$ cat src/rtl/noc_pkg.sv
// noc_pkg: shared mesh-router constants.
// Output port indices (L, N, E, W, S) and the default port count and
// downstream FIFO depth used by the credit flow-control slice.
package noc_pkg;
  localparam int PORT_L = 0;
  localparam int PORT_N = 1;
  localparam int PORT_E = 2;
  localparam int PORT_W = 3;
  localparam int PORT_S = 4;
  localparam int NUM_PORTS_DEF = 5;
  localparam int FIFO_DEPTH_DEF = 4;
endpackage

$ cat src/rtl/credit_flowcontrol_if.sv
// credit_flowcontrol_if: request/credit bundle between routing, flow control and arbiter.
// Signals: port_req, flit_sent and credit_in (from the router side),
// ready_out, credit_cnt (packed, CNT_W bits per port) and err (from flow control).
// Modports: master = router side, slave = credit_flowcontrol.
interface credit_flowcontrol_if
  import noc_pkg::*;
#(
  parameter int NUM_PORTS = NUM_PORTS_DEF,
  parameter int FIFO_DEPTH = FIFO_DEPTH_DEF,
  parameter int CNT_W = $clog2(FIFO_DEPTH + 1)
);
  logic [NUM_PORTS-1:0] port_req;
  logic [NUM_PORTS-1:0] flit_sent;
  logic [NUM_PORTS-1:0] credit_in;
  logic [NUM_PORTS-1:0] ready_out;
  logic [NUM_PORTS*CNT_W-1:0] credit_cnt;
  logic [NUM_PORTS-1:0] err;
  modport master(output port_req, flit_sent, credit_in, input ready_out, credit_cnt, err);
  modport slave(input port_req, flit_sent, credit_in, output ready_out, credit_cnt, err);
endinterface

$ cat src/rtl/credit_counter.sv
// credit_counter: saturating credit counter for one output port.
// Ports: clk, rst (sync, active-high), dec (flit sent), inc (credit returned),
// cnt (current credits), nonzero (cnt != 0), err (sticky under/overflow).
// Macro CREDIT_BYPASS_EN: a send at zero credits paired with a same-cycle
// credit return is legal and raises no error.
module credit_counter #(
  parameter int FIFO_DEPTH = 4,
  parameter int CNT_W = $clog2(FIFO_DEPTH + 1)
) (
  input  logic             clk,
  input  logic             rst,
  input  logic             dec,
  input  logic             inc,
  output logic [CNT_W-1:0] cnt,
  output logic             nonzero,
  output logic             err
);
  localparam logic [CNT_W-1:0] MAX_CNT = CNT_W'(FIFO_DEPTH);
  logic empty, full, under, over;
  assign empty = cnt == '0;
  assign full = cnt == MAX_CNT;
  assign nonzero = !empty;
`ifdef CREDIT_BYPASS_EN
  assign under = dec && !inc && empty;
`else
  // Without bypass the returned credit is not visible yet, so the send was illegal.
  assign under = dec && empty;
`endif
  assign over = inc && !dec && full;
  always_ff @(posedge clk) begin
    if (rst) begin
      cnt <= MAX_CNT;
      err <= 1'b0;
    end else begin
      cnt <= (inc && !dec && !full) ? cnt + CNT_W'(1) :
             (dec && !inc && !empty) ? cnt - CNT_W'(1) : cnt;
      err <= err | under | over;
    end
  end
endmodule

$ cat src/rtl/credit_flowcontrol.sv
// credit_flowcontrol: per-output-port credit flow control for the mesh router.
// Ports: clk, rst (sync, active-high), bus (credit_flowcontrol_if.slave):
// port_req/flit_sent/credit_in in, ready_out/credit_cnt/err out.
// Macro CREDIT_BYPASS_EN: a credit arriving at zero count grants ready the same cycle.
module credit_flowcontrol
  import noc_pkg::*;
#(
  parameter int NUM_PORTS = NUM_PORTS_DEF,
  parameter int FIFO_DEPTH = FIFO_DEPTH_DEF,
  parameter int CNT_W = $clog2(FIFO_DEPTH + 1)
) (
  input logic clk,
  input logic rst,
  credit_flowcontrol_if.slave bus
);
  logic [NUM_PORTS-1:0] nonzero;
  logic [NUM_PORTS-1:0] err;
  logic [NUM_PORTS-1:0] avail;
  logic [CNT_W-1:0] cnt [NUM_PORTS];
  for (genvar i = 0; i < NUM_PORTS; i++) begin : g_port
    credit_counter #(.FIFO_DEPTH(FIFO_DEPTH), .CNT_W(CNT_W)) u_cnt (
      .clk(clk),
      .rst(rst),
      .dec(bus.flit_sent[i]),
      .inc(bus.credit_in[i]),
      .cnt(cnt[i]),
      .nonzero(nonzero[i]),
      .err(err[i])
    );
    assign bus.credit_cnt[i*CNT_W +: CNT_W] = cnt[i];
  end
`ifdef CREDIT_BYPASS_EN
  assign avail = nonzero | bus.credit_in;
`else
  assign avail = nonzero;
`endif
  assign bus.ready_out = rst ? '0 : bus.port_req & avail;
  assign bus.err = err;
endmodule

$ cat src/flat_wrapper.sv
// flat-port wrapper written by rule: the top's interface ports become plain ports
module credit_flowcontrol_flat import noc_pkg::*;
#(
  parameter int NUM_PORTS = NUM_PORTS_DEF,
  parameter int FIFO_DEPTH = FIFO_DEPTH_DEF,
  parameter int CNT_W = $clog2(FIFO_DEPTH + 1)
)
  (clk, rst, bus_port_req, bus_flit_sent, bus_credit_in, bus_ready_out, bus_credit_cnt, bus_err);
  credit_flowcontrol_if #(.NUM_PORTS(NUM_PORTS), .FIFO_DEPTH(FIFO_DEPTH), .CNT_W(CNT_W)) bus_i ();
  input logic clk;
  input logic rst;
  input wire logic [$bits(bus_i.port_req)-1:0] bus_port_req;
  input wire logic [$bits(bus_i.flit_sent)-1:0] bus_flit_sent;
  input wire logic [$bits(bus_i.credit_in)-1:0] bus_credit_in;
  output wire logic [$bits(bus_i.ready_out)-1:0] bus_ready_out;
  output wire logic [$bits(bus_i.credit_cnt)-1:0] bus_credit_cnt;
  output wire logic [$bits(bus_i.err)-1:0] bus_err;
  assign bus_i.port_req = bus_port_req;
  assign bus_i.flit_sent = bus_flit_sent;
  assign bus_i.credit_in = bus_credit_in;
  assign bus_ready_out = bus_i.ready_out;
  assign bus_credit_cnt = bus_i.credit_cnt;
  assign bus_err = bus_i.err;
  credit_flowcontrol #(.NUM_PORTS(NUM_PORTS), .FIFO_DEPTH(FIFO_DEPTH), .CNT_W(CNT_W)) u_core (.clk(clk), .rst(rst), .bus(bus_i));
endmodule
$ cat config.mk
export PLATFORM = sky130hd
export DESIGN_NAME = credit_flowcontrol_flat
export DESIGN_NICKNAME = d
export VERILOG_FILES = /design/src/rtl/noc_pkg.sv /design/src/rtl/credit_flowcontrol_if.sv /design/src/rtl/credit_counter.sv /design/src/rtl/credit_flowcontrol.sv /design/src/flat_wrapper.sv
export SDC_FILE = /design/constraint.sdc
export NUM_CORES = 1
export LEC_CHECK = 0
export ABC_AREA = 1
export BUFFER_PORTS_ARGS = -buffer_cell sky130_fd_sc_hd__buf_2
export CAP_MARGIN = 10
export CORE_ASPECT_RATIO = 1.25
export CORE_MARGIN = 8
export CORE_UTILIZATION = 53
export DETAILED_ROUTE_END_ITERATION = 16
export PLACE_DENSITY = 0.84
export SYNTH_ARGS = -nofsm -noshare
export SYNTH_HDL_FRONTEND = slang
export SYNTH_SLANG_ARGS = --single-unit
$ cat constraint.sdc
create_clock -name clk -period 2.2 [get_ports clk]
set_clock_uncertainty 0.2 [all_clocks]
set_input_delay 0.11 -clock clk [delete_from_list [all_inputs] [get_ports clk]]
set_output_delay 0.11 -clock clk [all_outputs]
set_load 0.005 [all_outputs]
==> results of run 1 <==
==> registers in the layout (all words and copies together) (netlist names) <==
signal,cells
u_core.g_port.u_cnt.cnt,15
u_core.g_port.u_cnt.err,5
==> how the worst max path moves through the flow <==
stage                                  start                            end  slack [ns]  depth (start not counted)
6_report                    bus_flit_sent[3]  u_core.g_port[3].u_cnt.cnt[2]        0.49                          9
5_1_grt                                  rst               bus_ready_out[1]        0.38                          6
4_1_cts                                  rst               bus_ready_out[0]        0.49                          6
3_5_place_dp   u_core.g_port[2].u_cnt.cnt[0]  u_core.g_port[2].u_cnt.cnt[2]        0.55                          8
3_3_place_gp   u_core.g_port[2].u_cnt.cnt[0]  u_core.g_port[2].u_cnt.cnt[2]        0.59                          8
2_1_floorplan  u_core.g_port[3].u_cnt.cnt[0]  u_core.g_port[3].u_cnt.cnt[2]        0.63                          8
==> routing by layer <==
layer | global-route usage, % | up-vias | share of wire, %
li1 | - | 667 | -
met1 | 14.2 | 539 | 40
met2 | 25.5 | 29 | 50
met3 | 3.85 | 5 | 7.1
met4 | 7.20 | 0 | 2.1
met5 | 0 | - | 0
==> critical path, cell delays in order <==
cell,delay (ns)
sky130_fd_sc_hd__dlygate4sd3_1,0.54
sky130_fd_sc_hd__buf_2,0.14
sky130_fd_sc_hd__nor2_1,0.17
sky130_fd_sc_hd__nand2_2,0.11
sky130_fd_sc_hd__fa_1,0.39
sky130_fd_sc_hd__inv_1,0.06
sky130_fd_sc_hd__nand2_1,0.06
sky130_fd_sc_hd__nand3_1,0.07
sky130_fd_sc_hd__nand3_1,0.07
==> final cells by class <==
cell class / count / area [um2]
Multi-Input combinational cell: 130 / 663
Fill cell: 226 / 644
Sequential cell: 20 / 400
Timing Repair Buffer: 48 / 275
Inverter: 36 / 136
Tap cell: 31 / 38.8
Clock inverter: 1 / 30.0
Clock buffer: 3 / 22.5
==> cell usage after synthesis (all sizes together) <==
library cell  number  area share [%]
a21oi              5             2.0
a31oi              5             2.5
buf                7             3.8
clkinv             3             1.0
dfxtp             20              32
fa                 5             8.0
inv               33             9.9
nand2             55              19
nand3             10             4.0
nor2              40              14
o21ai             10             4.0
==> per-stage QoR <==
stage | power [mW] | cell area, um2 | hold slack, ns | instances | utilization, %
floorplan | 0.911 | 1250 | -0.0209 | 193 | -
global placement | 1.04 | 1440 | 0.177 | 258 | 65.3
detailed placement | 1.06 | 1440 | 0.180 | 258 | 65.3
CTS | 1.39 | 1570 | 0.00163 | 269 | 70.9
global route | 1.50 | 1570 | 0.0378 | 269 | 70.9
finish | 1.36 | 1570 | 0.0138 | 269 | 70.9
==> placed cells by master, fill, tap and decap left out, types with 2 or more instances in the layout <==
| cell type | n |
|---|---|
| sky130_fd_sc_hd__nand2_1 | 44 |
| sky130_fd_sc_hd__buf_2 | 41 |
| sky130_fd_sc_hd__nor2_1 | 35 |
| sky130_fd_sc_hd__inv_1 | 30 |
| sky130_fd_sc_hd__dfxtp_1 | 20 |
| sky130_fd_sc_hd__nand2_2 | 11 |
| sky130_fd_sc_hd__nand3_1 | 10 |
| sky130_fd_sc_hd__dlygate4sd3_1 | 7 |
| sky130_fd_sc_hd__o21ai_1 | 6 |
| sky130_fd_sc_hd__a31oi_1 | 5 |
| sky130_fd_sc_hd__a21oi_1 | 5 |
| sky130_fd_sc_hd__fa_1 | 5 |
| sky130_fd_sc_hd__o21ai_0 | 4 |
| sky130_fd_sc_hd__inv_2 | 3 |
| sky130_fd_sc_hd__nor2_2 | 3 |
| sky130_fd_sc_hd__clkbuf_4 | 3 |
| sky130_fd_sc_hd__nor2_4 | 2 |
| sky130_fd_sc_hd__clkinv_1 | 2 |
==> power by group <==
part	switching (mW)	internal (mW)
registers	0.0941	0.440
clock network	0.123	0.184
logic	0.285	0.235
total	0.502	0.860
==> timing repair <==
action | CTS | global route
gates resized for setup | 0 | 0
hold endpoints to repair | 5 | 0
hold buffers | 7 | 0
==> logic make-up (layout without fill, tap and decap cells) <==
| family | after synthesis | in the layout | share of synthesized area, % |
|---|---|---|---|
| buf+inv | 43 | 88 | 14.7 |
| fa+ha+maj | 5 | 5 | 8.02 |
| compound gates | 20 | 20 | 8.53 |
| simple gates | 105 | 105 | 36.6 |
| flops | 20 | 20 | 32.1 |
==> impl_summary.log, run 1 <==
[metrics] outcome: complete, no violations
[metrics] Tightest Pin Transition: 0.333 ns
[metrics] average wire length per cell after detail routing: 9.90 um
[metrics] Tot GR Track Use: 14.2%
[metrics] dpl ws: 0.546 ns
[metrics] die area: 4170 um2
[metrics] global-route wire length before repair: 4.80 mm
[metrics] min Tclk post-route: 1.71 ns
[metrics] synthesized instance count: 193
[metrics] number of antenna violations at the first check in global routing: 0
[metrics] ratio of cells with drive above 1 in the final layout: 27.3%
[metrics] number of top-level pins: 42
[metrics] number of CTS-inserted buffers: 3
[metrics] vias after detailed routing: 1240
[metrics] synthesis-stage register bit count: 20
[metrics] Final #Nets: 261
[metrics] start-to-end type of the worst setup path: input pin to register
[metrics] number of slew-limit violations in the final report: 0
[metrics] Die Ht: 70.2 um
[metrics] start point of the worst min-delay path: bus_credit_in[0]
[metrics] post-detailed-placement half-perimeter wirelength: 2.10 mm
[metrics] register-to-register setup slack: 0.53 ns
[metrics] count of final setup violators: 0
[metrics] Mapped Nets: 215
[metrics] CP Launch Type: input pin
[metrics] clk buf depth: 2
[metrics] maximum number of pins on one net before global-route repair: 21
[metrics] highest achievable clock rate: 586 MHz
[metrics] Final ANT Viol Nets: 0
[metrics] number of H-tree levels: 1
[metrics] total global routing overflow: 0
[metrics] Max VDD drop: 637 uV
[metrics] horizontal die dimension: 59.4 um
[metrics] area of the placeable core: 2210 um2
[metrics] number of buffers inserted by port buffering: 41
[metrics] average cell area after synthesis: 6.46 um2
[metrics] clock transition at the register clock pins on the worst setup and hold paths after CTS: 0.12 ns
[metrics] total detailed-routing wirelength: 2.66 mm
[metrics] Cell Rows: 19
[metrics] Layout Area Growth over Synthesis: 25.6%
[metrics] power density relative to cell area: 870 nW/um2
[metrics] TritonRoute pass-1 iters: 4
[metrics] setup repair after global routing missed its margin: no
[metrics] via count normalized by instance count: 4.61
[metrics] Sum Neg Setup Slack: 0 ns
[metrics] worst r2r dst: u_core.g_port[2].u_cnt.err
[metrics] Worst Reg-to-Reg Cells: 6
[metrics] minimum setup slack in the final design: 0.494 ns
[metrics] share of synthesized area occupied by flip-flops and latches: 32.1%
[metrics] worst reg2reg startpoint: u_core.g_port[2].u_cnt.cnt[0]
[metrics] Clock Root Buffer: sky130_fd_sc_hd__clkbuf_4
[metrics] number of DRC markers after the initial detailed-route iteration: 27
[metrics] count of different cell masters after synthesis: 18
[metrics] required arrival time at the worst endpoint: 2.21 ns
[metrics] Post-Synthesis Cell Area: 1250 um2
[metrics] class of the most critical hold timing path: input pin to register
[metrics] endpoint kind of the worst setup timing path: register
[metrics] clock latency on the worst-skew pair: 0.32 ns
[metrics] number of buffers inserted to repair setup after CTS: 0
[metrics] Hold Vio Cnt, Final: 0
[metrics] CP Data Arrival Time: 1.72 ns
[metrics] LEAKAGE: 0.903 nW
[metrics] Num Clock Sinks: 20
[metrics] DRC violations left: 0
[metrics] worst hold path stage count: 5
[metrics] final antenna diode count: 0
[metrics] headroom to the max-slew limit: 77.8%
[metrics] Period Utilization, post-route: 77.6%
[metrics] maximum capacitance violations: 0
[metrics] vias in the first global route: 1205
[metrics] worst-case hold path end point: u_core.g_port[0].u_cnt.err
[metrics] CTS tree: yes
[metrics] biggest fanout along the worst timing path: 3
[metrics] total of warnings raised by yosys: 0
[metrics] Initial Util: 56.4%
[metrics] routability congestion estimate from global placement: 0.767
No activity file was read; power rests on OpenSTA's default activity.
==> inputs of run 2 (changes only) <==
CORE_UTILIZATION = 45   (was 53)
PLACE_DENSITY = 0.76   (was 0.84)
clock period = 1.5 ns   (was 2.2 ns; I/O delays follow)
==> impl_summary.log, run 2 (synthesized netlist as in run 1, its figures left out) <==
[metrics] worst path cell trace: nor2_4 -> nand2_2 -> nand2_2 -> fa_2 -> nor2_1 -> nor2_1
[metrics] Hold Slack: -0.0233 ns (-0.0371 ns)
[metrics] Final ANT Viol Nets: 0 (unchanged)
[metrics] Crit-path slowest cell: sky130_fd_sc_hd__fa_2
[metrics] setup repair after global routing missed its margin: yes
[metrics] horizontal die dimension: 63.1 um (+6.2%)
[metrics] LEAKAGE: 1.03 nW (+14%)
[metrics] Hold Vio Cnt, Final: 4 (+4)
[metrics] largest registers: u_core.g_port.u_cnt.cnt x15, u_core.g_port.u_cnt.err x5
[metrics] maximum number of pins on one net before global-route repair: 11 (-48%)
[metrics] number of H-tree levels: 1 (unchanged)
[metrics] highest achievable clock rate: 655 MHz
[metrics] Clock Root Buffer: sky130_fd_sc_hd__clkbuf_4
[metrics] maximum capacitance violations: 0 (unchanged)
[metrics] DRC violations left: 0 (unchanged)
[metrics] power density relative to cell area: 1170 nW/um2 (+34%)
[metrics] total global routing overflow: 0 (unchanged)
[metrics] routability congestion estimate from global placement: 0.794 (+3.5%)
[metrics] required arrival time at the worst endpoint: 1.50 ns (-0.71 ns)
[metrics] clock latency on the worst-skew pair: 0.29 ns (-0.03 ns)
[metrics] number of buffers inserted by port buffering: 41 (unchanged)
[metrics] count of final setup violators: 4 (+4)
[metrics] vias after detailed routing: 1356 (+9.4%)
[metrics] number of slew-limit violations in the final report: 0 (unchanged)
[metrics] post-detailed-placement half-perimeter wirelength: 2.44 mm (+16%)
[metrics] start-to-end type of the worst setup path: register to register
[metrics] via count normalized by instance count: 4.54 (-1.6%)
[metrics] vias in the first global route: 1340 (+11%)
[metrics] class of the most critical hold timing path: input pin to register
[metrics] die area: 4720 um2 (+13%)
[metrics] ratio of cells with drive above 1 in the final layout: 50.2% (+23 points)
[metrics] min Tclk post-route: 1.53 ns
[metrics] Initial Util: 47.0% (-9.4 points)
[metrics] family of cells with the greatest summed delay on the critical path: adder cells
[metrics] clock transition at the register clock pins on the worst setup and hold paths after CTS: 0.11 ns (about the same)
[metrics] CP Launch Type: register
[metrics] minimum setup slack in the final design: -0.0279 ns (-0.522 ns)
[metrics] Tot GR Track Use: 13.7% (-0.51 points)
[metrics] Num Clock Sinks: 20 (unchanged)
[metrics] number of antenna violations at the first check in global routing: 0 (unchanged)
[metrics] number of flip-flops in the largest register: 15 (unchanged)
[metrics] area of the placeable core: 2650 um2 (+20%)
[metrics] total detailed-routing wirelength: 3.47 mm (+30%)
[metrics] dpl ws: -0.0481 ns (-0.594 ns)
[metrics] Period Utilization, post-route: 102%
[metrics] number of CTS-inserted buffers: 3 (unchanged)
[metrics] commonest non-fill, non-tap cells in the layout: 41 x sky130_fd_sc_hd__buf_2, 33 x sky130_fd_sc_hd__nor2_1, 32 x sky130_fd_sc_hd__nand2_1
[metrics] violated checks: negative hold slack, negative setup slack
[metrics] CTS tree: yes
[metrics] Die Ht: 74.9 um (+6.6%)
[metrics] Tightest Pin Transition: 0.425 ns (+0.0924 ns)
[metrics] most common cell after layout, fill and taps aside: sky130_fd_sc_hd__buf_2
[metrics] number of top-level pins: 42 (unchanged)
[metrics] CP Data Arrival Time: 1.52 ns (-0.20 ns)
[metrics] final antenna diode count: 0 (unchanged)
[metrics] average wire length per cell after detail routing: 11.6 um (+17%)
[metrics] global-route wire length before repair: 5.33 mm (+11%)
[metrics] number of DRC markers after the initial detailed-route iteration: 38 (+41%)
[metrics] maximum cell stage delay along the critical path: 0.44 ns (-0.10 ns)
[metrics] Final #Nets: 289 (+11%)
[metrics] Cell Rows: 21 (+2)
[metrics] total buffers and inverters traversed by the critical path: 0 (-3)
[metrics] Top reg by flops: u_core.g_port.u_cnt.cnt
[metrics] Layout Area Growth over Synthesis: 51.3%
[metrics] outcome: complete, but fails checks
[metrics] headroom to the max-slew limit: 71.6% (-6.2 points)
[metrics] clk buf depth: 2 (unchanged)
[metrics] biggest fanout along the worst timing path: 4 (+1)
[metrics] endpoint kind of the worst setup timing path: register
[metrics] TritonRoute pass-1 iters: 4 (unchanged)
[metrics] Max VDD drop: 772 uV (+21%)
==> run 2: cell count changes in the layout (fill, tap and decap cells not counted), moves of 6 or more <==
cell                      previous run  this run
sky130_fd_sc_hd__nand2_1            44        32
sky130_fd_sc_hd__inv_1              30        24
sky130_fd_sc_hd__nand2_2            11        23
sky130_fd_sc_hd__dfxtp_1            20         7
sky130_fd_sc_hd__inv_2               3         9
sky130_fd_sc_hd__buf_4               0        26
sky130_fd_sc_hd__dfxtp_4             0         9
==> run 2: cell type report <==
class                   count  area, um2
multi-input cells         130        746
fillers                   247        767
inverters                  36        136
flip-flops and latches     20        439
repair buffers             76        500
well taps                  34       42.5
clock buffers               3       22.5
==> run 2: power breakdown <==
group          total, mW  leakage [nW]  internal, mW  switching [mW]
registers          0.773         0.171         0.668           0.105
clock network      0.244        0.0138        0.0932           0.151
logic               1.19         0.841         0.583           0.603
==> run 2: what timing repair did <==
item                                   in CTS  in global routing
setup endpoints to repair                   7                 14
setup buffers                               1                  5
resized for setup                          12                 32
hold buffers                                3                  5
endpoints found under the hold margin       5                  5
pin swaps                                   6                  9
gates cloned                                0                  0
==> run 2: path summary, 6_finish.rpt <==
kind,from,end,slack [ns],depth (start not counted)
hold reg to reg,u_core.g_port[2].u_cnt.err,u_core.g_port[2].u_cnt.err,0.33,2
setup reg to reg,u_core.g_port[3].u_cnt.cnt[1],u_core.g_port[3].u_cnt.cnt[1],-0.03,6
setup / recovery,u_core.g_port[3].u_cnt.cnt[1],u_core.g_port[3].u_cnt.cnt[1],-0.03,6
hold / removal,bus_flit_sent[4],u_core.g_port[4].u_cnt.err,-0.02,4
==> run 2: stage by stage <==
stage | total power [mW] | cell area, um2 | util [%] | TNS [ns] | std cells
CTS | 2.05 | 1730 | 65.0 | -0.0323 | 289
global placement | 1.73 | 1630 | 61.4 | -0.00654 | 282
floorplan | 1.35 | 1260 | - | 0 | 193
global route | 2.40 | 1890 | 71.1 | -0.590 | 299
detailed placement | 1.76 | 1630 | 61.4 | -0.155 | 282
finish | 2.20 | 1890 | 71.1 | -0.0634 | 299
==> run 2: worst register-to-register path, cell delays in order (launching register included) <==
cell and delay [ns]:
sky130_fd_sc_hd__dfxtp_4 0.38, sky130_fd_sc_hd__nor2_4 0.12, sky130_fd_sc_hd__nand2_2 0.07, sky130_fd_sc_hd__nand2_2 0.08
sky130_fd_sc_hd__fa_2 0.44, sky130_fd_sc_hd__nor2_1 0.10, sky130_fd_sc_hd__nor2_1 0.05
==> run 2: per-layer routing <==
metal | GRT usage [%] | vias up | wire length (um)
met5 | 0 | - | 0
met4 | 5.33 | 0 | 61
met3 | 2.23 | 6 | 83
met2 | 28.1 | 23 | 1950
met1 | 13.5 | 607 | 1380
li1 | - | 720 | -
==> inputs of run 3 (changes only) <==
ABC_AREA = not set   (was 1)
CORE_UTILIZATION = 46   (was 45)
SKIP_CTS_REPAIR_TIMING = 1   (was not set)
==> impl_summary.log, run 3 <==
[metrics] Sum Neg Setup Slack: -3.06 ns (-2.99 ns)
[metrics] Final #Nets: 254 (-12%)
[metrics] synthesis-stage register bit count: 20 (unchanged)
[metrics] EDFF count, synth: 0 (unchanged)
[metrics] horizontal die dimension: 65.3 um (+3.5%)
[metrics] Num Clock Sinks: 20 (unchanged)
[metrics] class of the most critical hold timing path: input pin to register
[metrics] LEAKAGE: 0.907 nW (-12%)
[metrics] final antenna diode count: 0 (unchanged)
[metrics] ranking of synthesized cells by instance count: 20 x sky130_fd_sc_hd__dfxtp_1, 16 x sky130_fd_sc_hd__inv_1, 15 x sky130_fd_sc_hd__a21oi_1, 12 x sky130_fd_sc_hd__nand2_1, 10 x sky130_fd_sc_hd__xnor2_1
[metrics] post-route total power: 2.08 mW (-5.5%)
[metrics] Filler cells: 256 (+3.6%)
[metrics] global-route wire length before repair: 6.54 mm (+23%)
[metrics] Max VDD drop: 662 uV (-14%)
[metrics] number of slew-limit violations in the final report: 0 (unchanged)
[metrics] switching share of total power: 34.1% (-4.9 points)
[metrics] die area: 5070 um2 (+7.3%)
[metrics] routability congestion estimate from global placement: 0.855 (+7.6%)
[metrics] clock transition at the register clock pins on the worst setup and hold paths after CTS: 0.13 ns (+0.02 ns)
[metrics] synthesized instance count: 163 (-16%)
[metrics] cell types with the largest area share after synthesis: sky130_fd_sc_hd__dfxtp_1 29%, sky130_fd_sc_hd__fa_1 7.2%, sky130_fd_sc_hd__xnor2_1 6.3%, sky130_fd_sc_hd__a21oi_1 5.4%, sky130_fd_sc_hd__o311a_1 5.0%
[metrics] count of different cell masters after synthesis: 26 (+8)
[metrics] minimum setup slack in the final design: -0.665 ns (-0.637 ns)
[metrics] Post-Synthesis Cell Area: 1400 um2 (+12%)
[metrics] number of antenna violations at the first check in global routing: 0 (unchanged)
[metrics] largest registers: u_core.g_port.u_cnt.cnt x15, u_core.g_port.u_cnt.err x5
[metrics] maximum capacitance violations: 0 (unchanged)
[metrics] flip-flop and latch area: 439 um2 (unchanged)
[metrics] share of total power in combinational logic: 48.0% (-5.8 points)
[metrics] Mapped Nets: 185 (-14%)
[metrics] setup repair after global routing missed its margin: yes
[metrics] start point of the worst min-delay path: bus_credit_in[0]
[metrics] headroom to the max-slew limit: 65.4% (-6.2 points)
[metrics] CP Data Arrival Time: 2.16 ns (+0.64 ns)
[metrics] DRC violations left: 0 (unchanged)
[metrics] number of top-level pins: 42 (unchanged)
[metrics] utilization after layout: 70.2% (-0.90 points)
[metrics] average wire length per cell after detail routing: 15.0 um (+29%)
[metrics] Period Utilization, post-route: 144% (+42 points)
[metrics] biggest fanout along the worst timing path: 2 (-2)
[metrics] number of DRC markers after the initial detailed-route iteration: 53 (+39%)
[metrics] Cell Rows: 22 (+4.8%)
[metrics] CTS tree: yes
[metrics] switching power of the nets: 0.710 mW (-17%)
[metrics] share of synthesized area occupied by flip-flops and latches: 28.7% (-3.4 points)
[metrics] internal cell power: 1.37 mW (+2.1%)
[metrics] fraction of synthesized cell area taken by the top area cell type: 28.7% (-3.4 points)
[metrics] min Tclk post-route: 2.17 ns (+0.637 ns)
[metrics] Placed Cells incl. Taps: 259 (-8.2%)
[metrics] area of the multi-input gates: 930 um2 (+25%)
[metrics] dpl ws: -0.654 ns (-0.606 ns)
[metrics] total of warnings raised by yosys: 0 (unchanged)
[metrics] Clock Root Buffer: sky130_fd_sc_hd__clkbuf_4
[metrics] clk buf depth: 2 (unchanged)
[metrics] Layout Area Growth over Synthesis: 46.7%
[metrics] dominant cell type by area after synthesis: sky130_fd_sc_hd__dfxtp_1
[metrics] most frequent cell after synthesis: sky130_fd_sc_hd__dfxtp_1
[metrics] Initial Util: 47.9% (+0.85 points)
[metrics] highest achievable clock rate: 462 MHz (-29%)
[metrics] commonest non-fill, non-tap cells in the layout: 41 x sky130_fd_sc_hd__buf_2, 28 x sky130_fd_sc_hd__buf_4, 16 x sky130_fd_sc_hd__inv_1
[metrics] async set-or-reset flop fraction in the synthesized netlist: 0% (unchanged)
[metrics] via count normalized by instance count: 5.40 (+19%)
[metrics] power density relative to cell area: 1020 nW/um2 (-13%)
[metrics] TritonRoute pass-1 iters: 2 (-2)
[metrics] Tot GR Track Use: 15.3% (+1.6 points)
[metrics] violated checks: negative setup slack
[metrics] vias in the first global route: 1578 (+18%)
[metrics] area of the placeable core: 2920 um2 (+9.9%)
[metrics] count of final setup violators: 15 (+11)
[metrics] Clk pwr share: 18.5% (+7.4 points)
[metrics] maximum number of pins on one net before global-route repair: 14 (+3)
[metrics] outcome: complete, but fails checks
[metrics] Final ANT Viol Nets: 0 (unchanged)
[metrics] fraction of power consumed by sequential logic: 33.6% (-1.5 points)
[metrics] worst reg2reg startpoint: u_core.g_port[2].u_cnt.cnt[0]
[metrics] Tightest Pin Transition: 0.519 ns (+0.0936 ns)
[metrics] most common cell after layout, fill and taps aside: sky130_fd_sc_hd__buf_2
[metrics] number of buffers inserted by port buffering: 41 (unchanged)
[metrics] Primary FF master, synth: sky130_fd_sc_hd__dfxtp_1
[metrics] ratio of cells with drive above 1 in the final layout: 49.8% (-0.41 points)
[metrics] number of H-tree levels: 1 (unchanged)
[metrics] post-detailed-placement half-perimeter wirelength: 3.11 mm (+28%)
[metrics] total global routing overflow: 0 (unchanged)
[metrics] start point of the critical path: u_core.g_port[2].u_cnt.cnt[0]
[metrics] clock latency on the worst-skew pair: 0.30 ns (about the same)
[metrics] number of CTS-inserted buffers: 3 (unchanged)
[metrics] vias after detailed routing: 1443 (+6.4%)
[metrics] Hold Vio Cnt, Final: 0 (-4)
[metrics] Die Ht: 77.6 um (+3.7%)
[metrics] average cell area after synthesis: 8.57 um2 (+33%)
[metrics] total detailed-routing wirelength: 4.01 mm (+16%)
[metrics] CP Launch Type: register
[metrics] Top reg by flops: u_core.g_port.u_cnt.cnt
[metrics] start-to-end type of the worst setup path: register to register
[metrics] required arrival time at the worst endpoint: 1.50 ns (about the same)
[metrics] number of flip-flops in the largest register: 15 (unchanged)
[metrics] endpoint kind of the worst setup timing path: register
[metrics] Post-Layout Cell Count: 267 (-11%)
-- run 3: kinds of logic (layout without fill, tap and decap cells) --
group	count (synthesis)	count (layout)	synth area share [%]
AO/OA/AOI/OAI	46	46	24.7
buffers and inverters	31	99	10.5
AND/OR/NAND/NOR	46	46	19.5
adder cells (fa/ha/maj)	5	5	7.17
XOR/XNOR	15	15	9.41
flip-flops	20	20	28.7
-- run 3: worst max-delay path: stages (launching register included) --
cell,delay [ns]
sky130_fd_sc_hd__dfxtp_4,0.38
sky130_fd_sc_hd__nor2_4,0.04
sky130_fd_sc_hd__nand2_1,0.06
sky130_fd_sc_hd__nand3b_1,0.10
sky130_fd_sc_hd__fa_2,0.35
sky130_fd_sc_hd__or3b_4,0.40
sky130_fd_sc_hd__o311a_1,0.13
sky130_fd_sc_hd__or4_1,0.39
-- run 3: final timing paths --
kind                                                       to  slack (ns)  depth (start not counted)
worst max register to register  u_core.g_port[2].u_cnt.cnt[2]       -0.67                          7
worst max-delay path            u_core.g_port[2].u_cnt.cnt[2]       -0.67                          7
worst min register to register     u_core.g_port[3].u_cnt.err        0.26                          2
worst min-delay path            u_core.g_port[0].u_cnt.cnt[0]        0.02                          4
-- run 3: stage by stage --
step	instance area [um2]	hold WS, ns
floorplan	1540	-0.0199
global placement	1910	0.157
detailed placement	1910	0.168
CTS	1960	-0.164
global route	2050	0.0316
finish	2050	0.0151
-- run 3: layer usage --
metal | global-route usage [%] | routed length, um | vias up
met4 | 7.22 | 135 | 0
met2 | 27.7 | 2100 | 34
met5 | 0 | 0 | -
li1 | - | - | 707
met1 | 16.3 | 1590 | 689
met3 | 3.02 | 179 | 13
-- run 3: cell type report --
| type | instances | area share, % |
|---|---|---|
| Multi-Input combinational cell | 112 | 45.4 |
| Timing Repair Buffer | 79 | 25.7 |
| Sequential cell | 20 | 21.4 |
| Inverter | 16 | 2.93 |
| Clock buffer | 4 | 2.32 |
| Tap cell | 36 | 2.20 |
-- run 3: power groups by stage --
stage | Clock, mW | Combinational, mW | Sequential [mW]
after floorplan | 0 | 0.513 | 0.759
after global placement | 0 | 0.868 | 0.700
after detailed placement | 0 | 0.931 | 0.705
after CTS | 0.393 | 0.935 | 0.694
after global routing | 0.416 | 1.10 | 0.710
final | 0.385 | 0.998 | 0.699
